==> src/rtl/intersection_ctrl_pkg.sv <==
// Shared types and default timing for the intersection controller.
// Holds the phase state enum, 8-bit phase count type and lamp decode.
package intersection_ctrl_pkg;

  typedef enum logic [2:0] {
    NS_G,
    NS_Y,
    RED_A,
    EW_G,
    EW_Y,
    RED_B
  } state_t;

  typedef logic [7:0] cnt_t;

  localparam int unsigned DEF_GREEN_T  = 60;
  localparam int unsigned DEF_YELLOW_T = 5;
  localparam int unsigned DEF_ALLRED_T = 2;
  localparam int unsigned DEF_REQ_MIN  = 10;

  typedef struct packed {
    logic ns_red;
    logic ns_yellow;
    logic ns_green;
    logic ew_red;
    logic ew_yellow;
    logic ew_green;
  } lamps_t;

  function automatic lamps_t decode_lamps(input state_t s);
    lamps_t l;
    l = '0;
    case (s)
      NS_G:    begin l.ns_green  = 1'b1; l.ew_red = 1'b1; end
      NS_Y:    begin l.ns_yellow = 1'b1; l.ew_red = 1'b1; end
      EW_G:    begin l.ew_green  = 1'b1; l.ns_red = 1'b1; end
      EW_Y:    begin l.ew_yellow = 1'b1; l.ns_red = 1'b1; end
      default: begin l.ns_red    = 1'b1; l.ew_red = 1'b1; end
    endcase
    return l;
  endfunction

endpackage

==> src/rtl/intersection_ctrl_phase_timer.sv <==
// Loadable 8-bit phase down-counter; stops at 1, o_done flags the last cycle.
module phase_timer
  import intersection_ctrl_pkg::*;
#(
  parameter cnt_t RST_VAL = cnt_t'(DEF_ALLRED_T)
) (
  input  logic clk,
  input  logic rst_n,
  input  logic i_load,
  input  cnt_t i_load_val,
  output cnt_t o_cnt,
  output logic o_done
);

  cnt_t r_cnt;

  always_ff @(posedge clk or negedge rst_n) begin
    if (!rst_n) begin
      r_cnt <= RST_VAL;
    end else if (i_load) begin
      r_cnt <= i_load_val;
    end else if (r_cnt > 8'd1) begin
      r_cnt <= r_cnt - 8'd1;
    end
  end

  assign o_cnt  = r_cnt;
  assign o_done = (r_cnt == 8'd1);

endmodule

==> src/rtl/intersection_ctrl.sv <==
// Two-way intersection light sequencer with request-shortened greens.
// Optional EMERGENCY_EN macro adds the emerg override input.
module intersection_ctrl
  import intersection_ctrl_pkg::*;
#(
  parameter int unsigned GREEN_T  = DEF_GREEN_T,
  parameter int unsigned YELLOW_T = DEF_YELLOW_T,
  parameter int unsigned ALLRED_T = DEF_ALLRED_T,
  parameter int unsigned REQ_MIN  = DEF_REQ_MIN
) (
  input  logic       clk,
  input  logic       rst_n,
`ifdef EMERGENCY_EN
  input  logic       emerg,
`endif
  input  logic       req_ns,
  input  logic       req_ew,
  output logic       ns_red,
  output logic       ns_yellow,
  output logic       ns_green,
  output logic       ew_red,
  output logic       ew_yellow,
  output logic       ew_green,
  output logic [7:0] clock
);

  localparam cnt_t GREEN_C  = cnt_t'(GREEN_T);
  localparam cnt_t YELLOW_C = cnt_t'(YELLOW_T);
  localparam cnt_t ALLRED_C = cnt_t'(ALLRED_T);
  localparam cnt_t REQMIN_C = cnt_t'(REQ_MIN);

  state_t r_state, w_next;
  logic   r_pend_ns, r_pend_ew;
  lamps_t r_lamps;
  logic   w_load, w_done, w_emerg;
  cnt_t   w_load_val, w_cnt;

`ifdef EMERGENCY_EN
  assign w_emerg = emerg;
`else
  assign w_emerg = 1'b0;
`endif

  phase_timer #(
    .RST_VAL(ALLRED_C)
  ) u_timer (
    .clk       (clk),
    .rst_n     (rst_n),
    .i_load    (w_load),
    .i_load_val(w_load_val),
    .o_cnt     (w_cnt),
    .o_done    (w_done)
  );

  always_ff @(posedge clk or negedge rst_n) begin
    if (!rst_n) begin
      r_state   <= RED_B;
      r_pend_ns <= 1'b0;
      r_pend_ew <= 1'b0;
      r_lamps   <= decode_lamps(RED_B);
    end else begin
      r_state <= w_next;
      r_lamps <= decode_lamps(w_next);
      if (w_next == NS_G && r_state != NS_G) r_pend_ns <= 1'b0;
      else if (req_ns && r_state != NS_G)    r_pend_ns <= 1'b1;
      if (w_next == EW_G && r_state != EW_G) r_pend_ew <= 1'b0;
      else if (req_ew && r_state != EW_G)    r_pend_ew <= 1'b1;
    end
  end

  // Emergency forces green to yellow; all-red holds at cnt==1 until released.
  always_comb begin
    w_next     = r_state;
    w_load     = 1'b0;
    w_load_val = '0;
    case (r_state)
      NS_G: begin
        if (w_emerg || w_done) begin
          w_next = NS_Y; w_load = 1'b1; w_load_val = YELLOW_C;
        end else if ((r_pend_ew || req_ew) && w_cnt > REQMIN_C) begin
          w_load = 1'b1; w_load_val = REQMIN_C;
        end
      end
      NS_Y: begin
        if (w_done) begin
          w_next = RED_A; w_load = 1'b1; w_load_val = ALLRED_C;
        end
      end
      RED_A: begin
        if (w_done && !w_emerg) begin
          w_next = EW_G; w_load = 1'b1; w_load_val = GREEN_C;
        end
      end
      EW_G: begin
        if (w_emerg || w_done) begin
          w_next = EW_Y; w_load = 1'b1; w_load_val = YELLOW_C;
        end else if ((r_pend_ns || req_ns) && w_cnt > REQMIN_C) begin
          w_load = 1'b1; w_load_val = REQMIN_C;
        end
      end
      EW_Y: begin
        if (w_done) begin
          w_next = RED_B; w_load = 1'b1; w_load_val = ALLRED_C;
        end
      end
      RED_B: begin
        if (w_done && !w_emerg) begin
          w_next = NS_G; w_load = 1'b1; w_load_val = GREEN_C;
        end
      end
      default: begin
        w_next = RED_B; w_load = 1'b1; w_load_val = ALLRED_C;
      end
    endcase
  end

  assign ns_red    = r_lamps.ns_red;
  assign ns_yellow = r_lamps.ns_yellow;
  assign ns_green  = r_lamps.ns_green;
  assign ew_red    = r_lamps.ew_red;
  assign ew_yellow = r_lamps.ew_yellow;
  assign ew_green  = r_lamps.ew_green;
  assign clock     = w_cnt;

endmodule

==> config.mk <==
export PLATFORM = sky130hd
export DESIGN_NAME = intersection_ctrl
export DESIGN_NICKNAME = d
export VERILOG_FILES = /design/src/rtl/intersection_ctrl_pkg.sv /design/src/rtl/intersection_ctrl_phase_timer.sv /design/src/rtl/intersection_ctrl.sv
export SDC_FILE = /design/constraint.sdc
export NUM_CORES = 1
export LEC_CHECK = 0
export BUFFER_PORTS_ARGS = -buffer_cell sky130_fd_sc_hd__buf_2
export CORE_ASPECT_RATIO = 1.25
export CORE_UTILIZATION = 30
export DETAILED_ROUTE_END_ITERATION = 6
export PLACE_DENSITY = 0.6
export SKIP_CTS_REPAIR_TIMING = 1
export SLEW_MARGIN = 20
export SYNTH_ARGS = -nofsm -noshare
export SYNTH_HDL_FRONTEND = slang
export SYNTH_SLANG_ARGS = --single-unit
export TNS_END_PERCENT = 50
==> constraint.sdc <==
create_clock -name clk -period 3.77 [get_ports clk]
set_clock_uncertainty 0.1 [all_clocks]
set_input_delay 0.377 -clock clk [delete_from_list [all_inputs] [get_ports clk]]
set_output_delay 0.377 -clock clk [all_outputs]
set_load 0.02 [all_outputs]
==> run metrics, run 1 <==
DRT Pass-1 Iters=7; final setup vio count=0; CP max stage delay=between 0.4 and 0.5 ns; max-cap check violation count=0; Hold WS=0.262 ns; status=complete, but fails checks; Setup WS post-layout=approximately 1.6 ns; Setup crit end kind=flip-flop; Synth Area per Inst=a little under 10 um2; cell family with most CP delay=simple AND/OR/NAND/NOR gates; Post-synth EDFFs=0; routed length on met2=1380 um; Final Slew Violations=0; CP bufs+invs=1; Leak=roughly 0.60 nW; Post-synth ARST share=1.00; TritonCTS clock tree=yes; Top Metal Used=met4; power per cell area=between 800 and 900 nW/um2; Initial Util=0.312; total track usage=0.131; P_sw=~0.51 mW; post-synth cell types=48; Post-Place Setup Slack=1.67 ns; I/O Buffers=17; Die Wd=about 58 um; Seq/Total Area, Yosys=0.411; nets=between 100 and 150; Max Clock Freq=466 MHz; part of the power in registers=0.373; Die H=about 72 um; Via Count=about 960; largest net degree at the start of global routing=20; CTS Buf Count=3; synthesized flop and latch total=19; CTS max path bufs=2; area occupied by multi-input gates=between 600 and 700 um2; synthesis-to-finish area growth=13.7%; die area=4160 um2; Worst Max-Slew Pin Slew=between 0.4 and 0.5 ns; vias in the first global route=roughly 950; global-route wire length before repair=about 4200 um; Critical Path RT=roughly 3.8 ns; Congestion Overflow GR=0; Main synth FF type=dfrtp_1; post-DP HPWL=around 1900 um; initial antenna violation count=0; Vias/cell=5.43; share of cells above drive strength 1=0.272; fin crit share=0.569; crit path cell chain=inv_1 > ha_1 > or3b_4 > nor4_1 > xnor2_1 > nor3_2; Sw Ratio=0.458; Critical Setup Path Class=flip-flop to flip-flop; Fin Setup TNS=0 ns; Total Power=roughly 1.1 mW; failing checks=design-rule violations; Antenna Cells=0; Core Region=between 3000 and 4000 um2; combinational power share=0.496; worst-path fanout max=8; Clock transition at path regs=0.08 ns; storage element area=482 um2; DR DRC count=2; internal power=~0.6 mW; Fill cells=378; worst vdd ir=between 0.2 and 0.25 mV; WL per Instance=roughly 15 um; post-route minimum period=between 2 and 2.5 ns; synthesized instance count=120; Placement Rows=25; Max-slew headroom=0.671; critical path data arrival time=between 2 and 2.5 ns; clock insertion delay at the later pin of the skew report=0.26 ns; Worst Setup Start Kind=flip-flop; wirelength, routed=roughly 2600 um; Syn. warnings=0; num ports=18; Clock power frac=0.131; Post-DRT Antenna Nets=0; slowest CP cell=dfrtp_1; DRT iter0 DRCs=21; H-tree Lvls=1; final hold vios=0; Root Driver=clkbuf_8; Final Wtd Congestion=0.809; RSZ-0062 raised after global routing=false; Syn Nets=roughly 130; WL met3=~63 um; clock sink count=19; M1 WL=around 1100 um; HP Class=input port to flip-flop; Mapped Area=approximately 1200 um2
-- power by group through the flow --
stage                     Combinational, mW  Clock (mW)  Sequential [mW]
after floorplan                       0.413           0            0.421
after global placement                0.546           0            0.412
after detailed placement              0.554           0            0.414
after CTS                             0.553       0.149            0.412
after global routing                  0.608       0.158            0.429
final                                 0.552       0.146            0.414
-- cell type report --
class / count / share of cell area
Timing Repair Buffer: 18 / 0.0714
Sequential cell: 19 / 0.362
Tap cell: 40 / 0.0376
Multi-Input combinational cell: 92 / 0.486
Clock buffer: 3 / 0.0310
Clock inverter: 1 / 0.00376
Inverter: 3 / 0.00845
-- flip-flops by register name, summed over array words and instances, names as in the netlist --
name / cells
u_timer.o_cnt: 8
r_state: 3
ew_green: 1
ew_red: 1
ew_yellow: 1
ns_green: 1
ns_red: 1
ns_yellow: 1
r_pend_ew: 1
r_pend_ns: 1
-- metal layers --
| metal | GRT usage | vias up |
|---|---|---|
| li1 | - | 465 |
| met2 | 0.241 | 16 |
| met5 | 0 | - |
| met1 | 0.143 | 473 |
| met3 | 0.0250 | 2 |
| met4 | 0.0582 | 0 |
-- cells in the mapped netlist (all sizes together) (3+ instances only) --
cell type / n / area (um2)
dfstp: 5 / 131
a21oi: 6 / 30.0
xnor2: 5 / 43.8
nor2: 11 / 41.3
ha: 3 / 37.5
dfrtp: 14 / 350
clkbuf: 3 / 11.3
inv: 3 / 11.3
buf: 3 / 20.0
nor2b: 4 / 25.0
nor4: 3 / 40.0
nand2: 8 / 30.0
o21ai: 7 / 35.0
nor3: 8 / 56.3
nand2b: 4 / 25.0
mux2: 3 / 33.8
-- path summary, 6_finish.rpt --
check | startpoint | end | slack, ns | depth (start not counted)
min in group asynchronous | rst_n | ns_yellow | 0.49 | 2
hold reg to reg | r_pend_ns | r_pend_ns | 0.43 | 2
setup / recovery | u_timer.o_cnt[0] | u_timer.o_cnt[6] | 1.62 | 6
max in group asynchronous | rst_n | ns_red | 2.75 | 2
hold / removal | req_ns | r_pend_ns | 0.26 | 3
setup reg to reg | u_timer.o_cnt[0] | u_timer.o_cnt[6] | 1.62 | 6
-- worst min-delay path: stages --
cell and delay, ns:
buf_2 0.08, nor2_1 0.04, nor2_1 0.09
-- through the flow --
step | std cells | utilization | instance area [um2]
2_1_floorplan | 120 | - | 1170
3_3_place_gp | 171 | 0.340 | 1280
3_5_place_dp | 171 | 0.340 | 1280
4_1_cts | 175 | 0.352 | 1320
5_1_grt | 176 | 0.355 | 1330
6_report | 176 | 0.355 | 1330
-- logic make-up after synthesis --
| logic type | count (synthesis) | share of synthesized area |
|---|---|---|
| simple gates | 53 | 0.289 |
| fa+ha+maj | 3 | 0.0320 |
| buf+inv | 9 | 0.0363 |
| flops | 19 | 0.411 |
| compound gates | 25 | 0.141 |
| xor+xnor | 6 | 0.0448 |
| mux | 5 | 0.0459 |
-- cells in the final DEF (no fill, tap or decap), drive strengths merged, types with 4 or more instances in the layout --
cell type	count
a21oi	6
buf	17
dfrtp	14
dfstp	5
nand2	8
nand2b	4
nor2	11
nor2b	4
nor3	8
o21ai	7
xnor2	5
No activity file was read; power rests on OpenSTA's default activity.
==> run 2: changes to the inputs <==
--- a/config.mk
+++ b/config.mk
@@ -9,7 +9,7 @@
 export CORE_ASPECT_RATIO = 1.25
 export CORE_UTILIZATION = 30
 export DETAILED_ROUTE_END_ITERATION = 6
-export PLACE_DENSITY = 0.6
+export PLACE_DENSITY = 0.61
 export SKIP_CTS_REPAIR_TIMING = 1
 export SLEW_MARGIN = 20
 export SYNTH_ARGS = -nofsm -noshare
==> constraint.sdc (replaced) <==
create_clock -name clk -period 1.9 [get_ports clk]
set_clock_uncertainty 0.1 [all_clocks]
set_input_delay 0.19 -clock clk [delete_from_list [all_inputs] [get_ports clk]]
set_output_delay 0.19 -clock clk [all_outputs]
set_load 0.02 [all_outputs]
==> run 2 against run 1 <==
  * The flow now finishes without violations
  * Core utilization increased by 3.9 points
  * Die area is the same
  * Critical path depth is 1 higher
  * Highest routed layer unchanged
  * Largest power group unchanged
==> run metrics, run 2 (same netlist as run 1, synthesis figures left out) <==
status=finished clean; most common cell after layout, fill and taps aside=buf_2; final instance area=1480 um2 (+11%); num ports=18 (unchanged); post-route minimum period=1.84 ns (-0.308 ns); fin cells=190 (+8.0%); fin crit share=0.967 (+0.398); critical path data arrival time=1.88 ns (-0.30 ns); Final Slew Violations=0 (unchanged); part of the power in registers=0.287 (-0.086); Worst Max-Slew Pin Slew=0.424 ns (-0.0666 ns); Reg2Reg Setup Slack=0.06 ns (-1.56 ns); Antenna Cells=0 (unchanged); Sw Ratio=0.445 (-0.0129); Largest register FFs=8 (unchanged); Die Wd=57.9 um (unchanged); largest net degree at the start of global routing=20 (unchanged); combinational power share=0.600 (+0.104); H-tree Lvls=1 (unchanged); DRT Pass-1 Iters=4 (-3); slowest CP cell=dfstp_2; Die H=71.9 um (unchanged); Post-DRT Antenna Nets=0 (unchanged); Max-slew headroom=0.717 (+0.0469); CP max stage delay=0.59 ns (+0.11 ns); Setup WS post-layout=0.0628 ns (-1.56 ns); DRT iter0 DRCs=34 (+62%); Clock transition at path regs=0.07 ns (about the same); total track usage=0.146 (+0.0148); final setup vio count=0 (unchanged); DR DRC count=0 (-2); Post-Place Setup Slack=0.0138 ns (-1.65 ns); crit path cell chain=inv_1 > ha_1 > buf_4 > xnor2_1 > a31oi_2 > a32oi_1 > a21oi_1; CTS max path bufs=2 (unchanged); Setup crit end kind=flip-flop; global-route wire length before repair=4740 um (+13%); Root Driver=clkbuf_8; RSZ-0062 raised after global routing=true; HP Class=input port to flip-flop; placed cells=184 (+7.6%); initial antenna violation count=0 (unchanged); Via Count=1011 (+5.8%); power per cell area=1730 nW/um2 (+110%); WL per Instance=14.7 um (+0.57%); final hold vios=0 (unchanged); internal power=1.42 mW (+130%); clock insertion delay at the later pin of the skew report=0.26 ns (about the same); synthesis-to-finish area growth=26.1%; Layout Utilization=0.394 (+0.0390); wirelength, routed=2790 um (+8.6%); P_sw=1.13 mW (+120%); clock sink count=19 (unchanged); TritonCTS clock tree=yes; Leak=0.674 nW (+12%); Critical Path RT=1.94 ns (-1.86 ns); post-DP HPWL=2060 um (+8.7%); worst vdd ir=0.574 mV (+140%); Final Wtd Congestion=0.862 (+6.6%); CTS Buf Count=3 (unchanged); most frequent cells in the layout=buf_2, buf_4, dfrtp_1; Clock power frac=0.113 (-0.018); Placement Rows=25 (unchanged); worst-path fanout max=6 (-2); Initial Util=0.312 (unchanged); share of cells above drive strength 1=0.387 (+0.115); Worst Setup Start Kind=flip-flop; Critical Setup Path Class=flip-flop to flip-flop; Congestion Overflow GR=0 (unchanged); max-cap check violation count=0 (unchanged); Max Clock Freq=544 MHz (+17%); nets=158 (+9.7%); I/O Buffers=17 (unchanged); vias in the first global route=1051 (+10%); Core Region=3750 um2 (unchanged); DP Area=1380 um2 (+7.9%); die area=4160 um2 (unchanged); Vias/cell=5.32 (-2.0%)
[run 2: changes by cell type in the layout (fill, tap and decap cells not counted), sizes merged]
cell    before  now
buf         17   31
clkbuf       3    4
clkinv       1    0
[run 2: stage by stage]
stage / hold slack (ns) / total power, mW / TNS (ns)
floorplan: -0.206 / 1.66 / -0.0110
global placement: 0.0498 / 2.15 / 0
detailed placement: 0.0523 / 2.19 / 0
CTS: -0.227 / 2.48 / -0.0170
global route: 0.0956 / 2.72 / -0.00523
finish: 0.0771 / 2.55 / 0
[run 2: per-layer routing]
metal | GRT usage | routed length, um | vias to the layer above
met3 | 0.0232 | 79 | 9
met1 | 0.165 | 1180 | 483
li1 | - | - | 491
met2 | 0.264 | 1470 | 28
met4 | 0.0688 | 55 | 0
met5 | 0 | 0 | -
[run 2: power by group through the flow]
stage / clock network, mW / registers [mW] / logic (mW)
CTS: 0.294 / 0.725 / 1.46
global placement: 0 / 0.727 / 1.42
floorplan: 0 / 0.839 / 0.822
global route: 0.311 / 0.756 / 1.65
finish: 0.287 / 0.734 / 1.53
detailed placement: 0 / 0.731 / 1.46
[run 2: critical path, delay by kind of cell, from the launching register on]
family / cells / cell delay [ns]
compound gates: 3 / 0.38
xor+xnor: 1 / 0.19
fa+ha+maj: 1 / 0.22
buf+inv: 2 / 0.25
flops: 1 / 0.59
[run 2: final timing paths]
kind	depth (start not counted)	end	from
min in group asynchronous	2	u_timer.o_cnt[2]	rst_n
setup reg to reg	7	u_timer.o_cnt[2]	u_timer.o_cnt[1]
max in group asynchronous	2	r_state[2]	rst_n
hold / removal	3	r_pend_ns	req_ns
setup / recovery	7	u_timer.o_cnt[2]	u_timer.o_cnt[1]
hold reg to reg	2	r_pend_ns	r_pend_ns
[run 2: area by class of cell]
cell class	instances	area, um2
Fill cell	382	2270
Inverter	3	11.3
Clock buffer	4	45.0
Sequential cell	19	484
Timing Repair Buffer	32	200
Tap cell	40	50.0
Multi-Input combinational cell	92	688
==> run 3: changes to the inputs <==
==> constraint.sdc (replaced) <==
create_clock -name clk -period 1.5 [get_ports clk]
set_clock_uncertainty 0.1 [all_clocks]
set_input_delay 0.15 -clock clk [delete_from_list [all_inputs] [get_ports clk]]
set_output_delay 0.15 -clock clk [all_outputs]
set_load 0.02 [all_outputs]
==> run 3 against run 2 <==
  * The flow now finishes with violations (design-rule violations, negative setup slack)
  * Sequential cell count did not move
  * Wire length up 5.1%
  * Hold slack worse by 0.020 ns
  * Sequential share of layout area decreased by 5.4 points
  * Maximum frequency increased by 3.7%
  * Critical path type unchanged
  * Largest power group unchanged
==> run metrics, run 3 (same netlist as run 1, synthesis figures left out) <==
status=complete, but fails checks; failing checks=design-rule violations, negative setup slack; worst vdd ir=0.637 mV (+11%); DRT Pass-1 Iters=6 (+2); TritonCTS clock tree=yes; CP max stage delay=0.43 ns (-0.16 ns); Critical Path RT=1.54 ns (-0.40 ns); CTS max path bufs=2 (unchanged); clock insertion delay at the later pin of the skew report=0.25 ns (about the same); Final Wtd Congestion=0.810 (-6.1%); Congestion Overflow GR=0 (unchanged); Largest register FFs=8 (unchanged); WL per Instance=14.0 um (-4.4%); final hold vios=0 (unchanged); critical path data arrival time=1.81 ns (-0.07 ns); wirelength, routed=2930 um (+5.1%); global-route wire length before repair=4960 um (+4.7%); Fill cells=369 (-3.4%); Leak=0.801 nW (+19%); WL met3=50 um (-37%); Worst Max-Slew Pin Slew=0.438 ns (+0.0144 ns); Die H=71.9 um (unchanged); Die Wd=57.9 um (unchanged); final instance area=1780 um2 (+20%); M1 WL=1200 um (+1.4%); H-tree Lvls=1 (unchanged); Vias/cell=5.18 (-2.6%); worst r2r path cells=6 (-1); worst-path fanout max=5 (-1); slowest CP cell=dfrtp_2; cell family with most CP delay=simple AND/OR/NAND/NOR gates; Via Count=1083 (+7.1%); Root Driver=clkbuf_8; share of cells above drive strength 1=0.550 (+0.164); Hold WS=0.0570 ns (-0.0201 ns); clock sink count=19 (unchanged); total track usage=0.153 (+0.00667); power per cell area=2110 nW/um2 (+22%); routed length on met2=1620 um (+10%); most common cell after layout, fill and taps aside=buf_4; post-DP HPWL=2240 um (+8.8%); crit path cell chain=inv_2 > ha_4 > or3b_4 > nor4_4 > xnor2_1 > nor3_2; Setup WS post-layout=-0.272 ns (-0.334 ns); CP bufs+invs=1 (-1); DP Area=1590 um2 (+16%); Max-slew headroom=0.708 (-0.00960); Worst Hold Path Cells=3 (unchanged); DR DRC count=1 (+1); Setup crit end kind=flip-flop; Initial Util=0.312 (unchanged); fin cells=209 (+10%); I/O Buffers=17 (unchanged); num ports=18 (unchanged); final setup vio count=19 (+19); nets=177 (+12%); Critical Setup Path Class=flip-flop to flip-flop; Post-DRT Antenna Nets=0 (unchanged); CTS Buf Count=3 (unchanged); most frequent cells in the layout=buf_4, buf_2, dfrtp_1; HP Class=input port to flip-flop; fin crit share=1.18 (+0.214); Placement Rows=25 (unchanged); Crit path depth=6 (-1); Antenna Cells=0 (unchanged); vias in the first global route=1118 (+6.4%); RSZ-0062 raised after global routing=true; Final Slew Violations=0 (unchanged); synthesis-to-finish area growth=51.5%; post-route minimum period=1.77 ns (-0.0656 ns); initial antenna violation count=0 (unchanged); Worst Setup Start Kind=flip-flop; die area=4160 um2 (unchanged); Core Region=3750 um2 (unchanged); largest net degree at the start of global routing=20 (unchanged); Clock transition at path regs=0.07 ns (about the same); max-cap check violation count=0 (unchanged); Max Clock Freq=564 MHz (+3.7%); placed cells=200 (+8.7%); DRT iter0 DRCs=35 (+2.9%); Top Metal Used=met4
## run 3: final cells by class
type	instances	area (um2)	area share
Clock buffer	4	45.0	0.0254
Tap cell	40	50.0	0.0282
Timing Repair Buffer	51	375	0.211
Inverter	3	13.8	0.00775
Multi-Input combinational cell	92	807	0.454
Sequential cell	19	485	0.273
## run 3: path summary, 6_finish.rpt
kind	start	to	slack, ns
setup / recovery	u_timer.o_cnt[0]	u_timer.o_cnt[6]	-0.27
hold / removal	req_ns	r_pend_ns	0.06
setup reg to reg	u_timer.o_cnt[0]	u_timer.o_cnt[6]	-0.27
hold reg to reg	r_pend_ns	r_pend_ns	0.45
max in group asynchronous	rst_n	ew_red	0.66
min in group asynchronous	rst_n	u_timer.o_cnt[6]	0.30
## run 3: worst register-to-register path, delay by kind of cell (launching register included)
kind	cells	cell delay, ns
buffers and inverters	1	0.09
AND/OR/NAND/NOR	3	0.72
adder cells (fa/ha/maj)	1	0.16
flip-flops	1	0.43
XOR/XNOR	1	0.16
## run 3: metrics by stage
step                      setup TNS [ns]   util  setup WS (ns)  total power, mW
after floorplan                    -2.91      -         -0.303             2.25
after detailed placement           -3.10  0.424         -0.260             3.02
final                              -3.26  0.473         -0.272             3.76
after global placement             -2.76  0.424         -0.248             2.98
after CTS                          -3.39  0.436         -0.271             3.38
after global routing               -4.90  0.473         -0.336             4.02
## run 3: metal layers
metal  GRT usage  vias up
li1            -      531
met4      0.0635        0
met1       0.177      536
met2       0.285       12
met5           0        -
met3      0.0107        4
## run 3: where the power goes
part           switching [mW]  total, mW  internal (mW)
clock network           0.159      0.348          0.189
registers               0.171      0.906          0.735
logic                    1.25       2.50           1.25
